File: config.mk
export PLATFORM = sky130hd
export DESIGN_NAME = lc4_divider_iter
export DESIGN_NICKNAME = d
export VERILOG_FILES = /design/src/rtl/lc4_divider_iter.sv
export SDC_FILE = /design/constraint.sdc
export NUM_CORES = 1
export LEC_CHECK = 0
export BUFFER_PORTS_ARGS = -buffer_cell sky130_fd_sc_hd__buf_2
export CAP_MARGIN = 40
export CELL_PAD_IN_SITES_DETAIL_PLACEMENT = 0
export CELL_PAD_IN_SITES_GLOBAL_PLACEMENT = 1
export CORE_MARGIN = 8
export CORE_UTILIZATION = 40
export CTS_CLUSTER_DIAMETER = 200
export CTS_CLUSTER_SIZE = 10
export DETAILED_ROUTE_END_ITERATION = 10
export PLACE_DENSITY = 0.75
export REMOVE_ABC_BUFFERS = 1
export SETUP_SLACK_MARGIN = 0.2
export SLEW_MARGIN = 20
export SYNTH_ARGS = -nofsm -noshare
export SYNTH_HDL_FRONTEND = slang
export SYNTH_SLANG_ARGS = --single-unit
File: constraint.sdc
create_clock -name clk -period 8.2 [get_ports clk]
set_input_delay 0.82 -clock clk [delete_from_list [all_inputs] [get_ports clk]]
set_output_delay 0.82 -clock clk [all_outputs]
set_load 0.05 [all_outputs]
File: src/rtl/lc4_divider_iter.sv
// Iterative unsigned 16-bit divider for the LC4 DIV/MOD instructions.
// Restoring algorithm, one quotient bit per cycle behind a start/busy/valid handshake.
module lc4_divider_iter (
  input  logic        clk,
  input  logic        rst,
  input  logic        gwe,
  input  logic        i_start,
  input  logic [15:0] i_dividend,
  input  logic [15:0] i_divisor,
  output logic        o_busy,
  output logic        o_valid,
  output logic [15:0] o_quotient,
  output logic [15:0] o_remainder
);

  typedef enum logic [1:0] {
    IDLE = 2'd0,
    RUN  = 2'd1,
    DONE = 2'd2
  } state_t;

  state_t      state;
  state_t      state_next;

  logic [4:0]  count;
  logic [15:0] dvd;
  logic [15:0] dvs;
  logic [15:0] quo;
  logic [16:0] rem;

  logic [16:0] rem_shift;
  logic [16:0] rem_step;
  logic        q_bit;
  logic        accept;
  logic        last_step;

  // One restoring step. The 17th bit keeps the compare exact when the divisor is >= 0x8000.
  always_comb begin
    rem_shift = {rem[15:0], dvd[15]};
    q_bit     = (rem_shift >= {1'b0, dvs});
    rem_step  = q_bit ? (rem_shift - {1'b0, dvs}) : rem_shift;
    accept    = i_start && ((state == IDLE) || (state == DONE));
    last_step = (state == RUN) && (count == 5'd15);
  end

  // NOTE: every signal written in an always_comb gets a default first, so no path
  // leaves it unassigned and no latch is inferred.
  always_comb begin
    state_next = state;
    o_busy     = 1'b0;
    o_valid    = 1'b0;
    case (state)
      IDLE: begin
        if (accept) state_next = (i_divisor == 16'd0) ? DONE : RUN;
      end
      RUN: begin
        o_busy = 1'b1;
        if (last_step) state_next = DONE;
      end
      DONE: begin
        o_valid = 1'b1;
        if (accept) state_next = (i_divisor == 16'd0) ? DONE : RUN;
        else        state_next = IDLE;
      end
      default: state_next = IDLE;
    endcase
  end

  // NOTE: sequential state uses non-blocking assignments so every register samples
  // the pre-edge values of the others, independent of statement order.
  always_ff @(posedge clk or posedge rst) begin
    if (rst) begin
      state <= IDLE;
    end else if (gwe) begin
      state <= state_next;
    end
  end

  // gwe=0 freezes the whole datapath, including the result registers.
  always_ff @(posedge clk or posedge rst) begin
    if (rst) begin
      count       <= 5'd0;
      dvd         <= 16'd0;
      dvs         <= 16'd0;
      quo         <= 16'd0;
      rem         <= 17'd0;
      o_quotient  <= 16'd0;
      o_remainder <= 16'd0;
    end else if (gwe) begin
      if (accept) begin
        dvd   <= i_dividend;
        dvs   <= i_divisor;
        quo   <= 16'd0;
        rem   <= 17'd0;
        count <= 5'd0;
        // Divide-by-zero completes immediately with both results zero.
        if (i_divisor == 16'd0) begin
          o_quotient  <= 16'd0;
          o_remainder <= 16'd0;
        end
      end else if (state == RUN) begin
        rem   <= rem_step;
        dvd   <= {dvd[14:0], 1'b0};
        quo   <= {quo[14:0], q_bit};
        count <= count + 5'd1;
        if (last_step) begin
          o_quotient  <= {quo[14:0], q_bit};
          o_remainder <= rem_step[15:0];
        end
      end
    end
  end

endmodule
# Word level (Yosys, flattened, before mapping)
# Index checks and enable logic that the tools add are counted.
[op_classes]
n_lt_le_gt_ge = 1
n_reduce_logical = 11
n_mux = 23
addsub = 2
n_eq_ne = 6
[op_table]
columns = ["operator", "count"]
rows = [
  ["$mux W16", 12],
  ["$mux W15", 2],
  ["$ge A17 B16 Y1", 1],
  ["$logic_not A16 Y1", 1],
  ["$sub A16 B16 Y16", 1],
  ["$mux W5", 2],
  ["$mux W2", 4],
  ["$pmux W2 S3", 1],
  ["$add A5 B1 Y5 const B", 1],
  ["$eq A5 B4 Y1 const B", 1],
  ["$ne A2 B2 Y1 const B", 2],
  ["$reduce_and A2 Y1", 2],
  ["$reduce_and A4 Y1", 1],
  ["$reduce_bool A2 Y1", 2],
  ["$reduce_and A3 Y1", 1],
  ["$eq A2 B1 Y1 const B", 1],
  ["$eq A2 B2 Y1 const B", 1],
  ["$logic_and A1 B1 Y1", 2],
  ["$logic_not A2 Y1", 1],
  ["$mux W1", 2],
  ["$ne A2 B1 Y1 const B", 1],
  ["$logic_or A1 B1 Y1", 1],
]
[word_totals]
out_inout_bits = 34
elab_cells = 51
ff_bits = 102
in_bits = 36

# Longest topological paths before layout
[depth]
word_depth = 5
ltp_mapped = 10
ltp_nobuf = 10

# Worst setup path before layout
# No wires, ideal clock.
[synth_path]
path_kind = "input -> register"
startpoint = "in i_start"
endpoint = "reg dvd[1]"
setup_ns = 0.136
path_buffers = 3
cell_stages = 7
arrival_ns = 2.101
setup_slack_ns = 5.963
required_time_ns = 8.064
cell_sequence = "nor2b_1 buf_2 and2_1 buf_2 nor2_1 clkbuf_1 o21ai_0"
[synth_via]
elab_chain_len = 3
[synth_rtl]
columns = ["item", "line", "source"]
rows = [
  ["from (decl)", "7", "input logic i_start,"],
  ["$logic_and A1 B1 Y1 (*)", "42", "accept = i_start && ((state == IDLE) || (state == DONE));"],
  ["$reduce_bool A2 Y1 (no source line)", "-", ""],
  ["$reduce_and A2 Y1 (no source line)", "-", ""],
  ["to (signal assigned)", "91", "dvd <= i_dividend;"],
  ["to (signal assigned)", "103", "dvd <= {dvd[14:0], 1'b0};"],
  ["to (decl)", "26", "logic [15:0] dvd;"],
]
# Every way passes the cells marked *; elsewhere a longest branch is shown, timed or not.
# A chain may end at the register's enable or synchronous reset.

# Worst setup path in the final report
[layout_path]
startpoint = "reg rem[11]"
endpoint = "reg rem[8]"
[layout_via]
elab_chain_len = 4
[layout_rtl]
columns = ["item", "line", "source"]
rows = [
  ["from (decl)", "29", "logic [16:0] rem;"],
  ["from (signal assigned)", "102", "rem <= rem_step;"],
  ["$ge A17 B16 Y1", "40", "q_bit = (rem_shift >= {1'b0, dvs});"],
  ["$mux W16", "41", "rem_step = q_bit ? (rem_shift - {1'b0, dvs}) : rem_shift;"],
  ["$mux W16", "101", "end else if (state == RUN) begin"],
  ["$mux W16", "90", "if (accept) begin"],
]
# No other way between the ends. The select of a mux whose other input is x is not followed.

==> results.yml <==
cts:
  cts_tree: "yes"
  cts_hold_buf: 0
  cts_sinks: 102
  insertion_delay_ps: 350
  cts_htree_levels: 3
  cts.clk_slew.worst_paths_ps: 80
  postCtsSetupBuffers: 0
  ctsLongestPathBuffers: 2
  clockRootBuffer: "clkbuf_16"
  cts_inserted_buffers: 9
  cts_resized: 0
synth:
  yosys.area.top_type: "dfrtp_1"
  ys_ff_latch: 102
  synth_edf_count: 0
  ys_types: 48
  avgSynthCellArea_um2: 9.77
  yosys_most_used_dff: "dfrtp_1"
  syn_inst: 509
  ys_warn_count: 0
  syn_area_um2: 4970
  ys_seq_area_share_pct: 51.3
  yosys-top-cells-area: "dfrtp_1, nand2_1, o21ai_0, mux2i_1, ha_1"
  ys_async_sr_fraction_pct: 100
  synth_top_area_share_pct: 51.3
worst_setup_path:
  reg2reg_slack_ps: 5400
  cp.arrival_ps: 3040
  r2r_cells: 7
  crit_required_ps: 8440
  worst_setup_path_end_kind: "flip-flop"
  reg2reg_to: "rem[8]"
  startpoint_type: "flip-flop"
  crit_type: "flip-flop to flip-flop"
  r2r_start: "rem[11]"
  path_max_fanout: 13
sta:
  worst_pin_slew_ps: 669
  setup_viol: 0
  hold_violations: 0
  grt_setup_unrepaired: "false"
  clock_skew_ps: 10.4
  min_period_ps: 2800
  drv_slew: 0
  slew_headroom_pct: 55.4
  max_clock_freq_mhz: 357
  fin_setup_tns_ps: 0
  post-route-period-util_pct: 34.1
global_route:
  antenna_found_initial: 0
  grt_overflow: 0
  grt_pass1_vias: 3979
  grt_max_degree: 61
  grt_pass1_wl_um: 19600
  gr-usage-all-layers_pct: 14.9
route:
  drc_errors: 0
  drtAntennaViolNets: 0
  drt_iter0_drc: 242
  firstDrtPassIters: 4
  vias_per_cell: 5.04
  wl_um: 11600
  num_vias: 3743
  wl_per_cell_um: 15.6
place:
  dp.cells: 726
  placed_area_um2: 5490
  place_hpwl_um: 8360
  gp_congestion: 0.820
  io_buffer_count: 69
floorplanning:
  die_y_um: 128
  fp.dieArea_um2: 16300
  die_w_um: 128
  start_util_pct: 41.2
  fp-row-count: 40
  boundaryPins: 70
  core_area_um2: 12100
power_and_ir_drop:
  ir_drop_v: 0.000219
  powerDensity_nw_per_um2: 442
  leakagePower_nw: 2.82
hold_path:
  hold_depth: 2
  hp-class: "flip-flop to flip-flop"
  hold_start: "o_quotient[2]"
  whs_endpoint: "o_quotient[2]"
outcome:
  status: "finished clean"
final_layout:
  finalInstanceArea_um2: 5810
  diodes: 0
  stdcell_count: 743
  nets: 625
  drive_above_1_share_pct: 19.0
  syn2layout_area_growth_pct: 16.8
job:
  drv_cap: 0
logic make-up after synthesis:
kind of cell	after synthesis	share of synthesized area, %
AOI/OAI and AO/OA	133	17.4
xor gates and xnor gates	15	2.64
adders and majority gates	19	4.93
buffers and inverters	51	4.23
DFF	102	51.3
muxes	26	5.46
and+or+nand+nor	163	14.0
final cells by class:
type / count / area, um2
timing repair buffer: 77 / 429
clock inverter: 7 / 75.1
inverter: 24 / 92.6
clock buffer: 9 / 225
tap: 168 / 210
sequential: 102 / 2550
multi-input combinational: 356 / 2220
fill: 1176 / 6250
synthesized netlist by cell type (2+ instances only):
cell type,n
nand2_1,108
dfrtp_1,102
o21ai_0,54
inv_1,24
mux2i_1,23
a22o_1,19
ha_1,18
o21ai_1,18
nand3_1,17
clkbuf_1,16
nor2_1,13
a21oi_1,12
xnor2_1,11
buf_2,7
a32oi_1,6
nand2b_1,4
nand4_1,4
nor4_1,4
xor2_1,4
a21oi_2,3
and2_1,3
nor3_1,3
o211ai_1,3
a211oi_1,2
a21boi_0,2
a21o_1,2
and3_1,2
clkbuf_2,2
mux2_4,2
nor2b_1,2
o21bai_1,2
worst max-delay path by stage:
stage,startpoint,end,depth (start not counted)
floorplan,i_start,dvd[10],4
detailed placement,rem[11],rem[8],7
finish,rem[11],rem[8],7
CTS,rem[11],rem[8],7
global placement,i_start,dvd[0],7
global route,rem[5],rem[8],7
metrics by stage:
stage | setup WS (ps) | hold WS (ps) | utilization, % | power (mW)
2_1_floorplan | 4090 | 449 | - | 1.82
3_3_place_gp | 5100 | 445 | 45.3 | 2.11
3_5_place_dp | 5400 | 452 | 45.5 | 2.15
4_1_cts | 5410 | 468 | 48.0 | 2.58
5_1_grt | 5290 | 484 | 48.2 | 2.78
6_report | 5400 | 463 | 48.2 | 2.57
worst max-delay path, stage by stage, from the launching register on:
cell and delay, ps:
dfrtp_1 450, ha_1 390, nand2_1 150, o31ai_1 420, o31ai_4 180, o21ai_4 510, mux2_4 370, a22o_1 230
cells in the final DEF, fill, tap and decap left out, types with 3 or more instances in the layout:
cell type and count:
nand2_1 108, a32oi_1 6, clkbuf_16 9, nand2b_1 4
ha_1 18, buf_2 69, nor4_1 4, o211ai_1 3
nand4_1 4, nand3_1 17, xor2_1 4, nor2_1 11
nor3_1 3, a22o_1 19, o21ai_0 54, xnor2_1 11
mux2i_1 23, and2_1 3, inv_8 3, a21oi_2 3
inv_1 23, o21ai_1 18, buf_4 5, a21oi_1 12
dfrtp_1 102
routing by layer:
metal,wire [um],vias to the layer above,GRT usage [%]
met5,0,-,0
met4,184,0,4.90
met3,397,14,3.12
met2,5580,57,25.0
met1,5430,1788,18.8
li1,-,1884,-
registers in the layout (all words and copies together) (netlist names):
name and cells:
o_quotient 16, dvs 16, count 5, quo 15, state 2, rem 16
o_remainder 16, dvd 16
report_power, final:
group	total, mW	switching, mW	internal, mW
sequential	0.812	0.120	0.692
combinational	1.33	0.821	0.504
clock	0.431	0.214	0.217
Power figures use the tool's default switching activity.
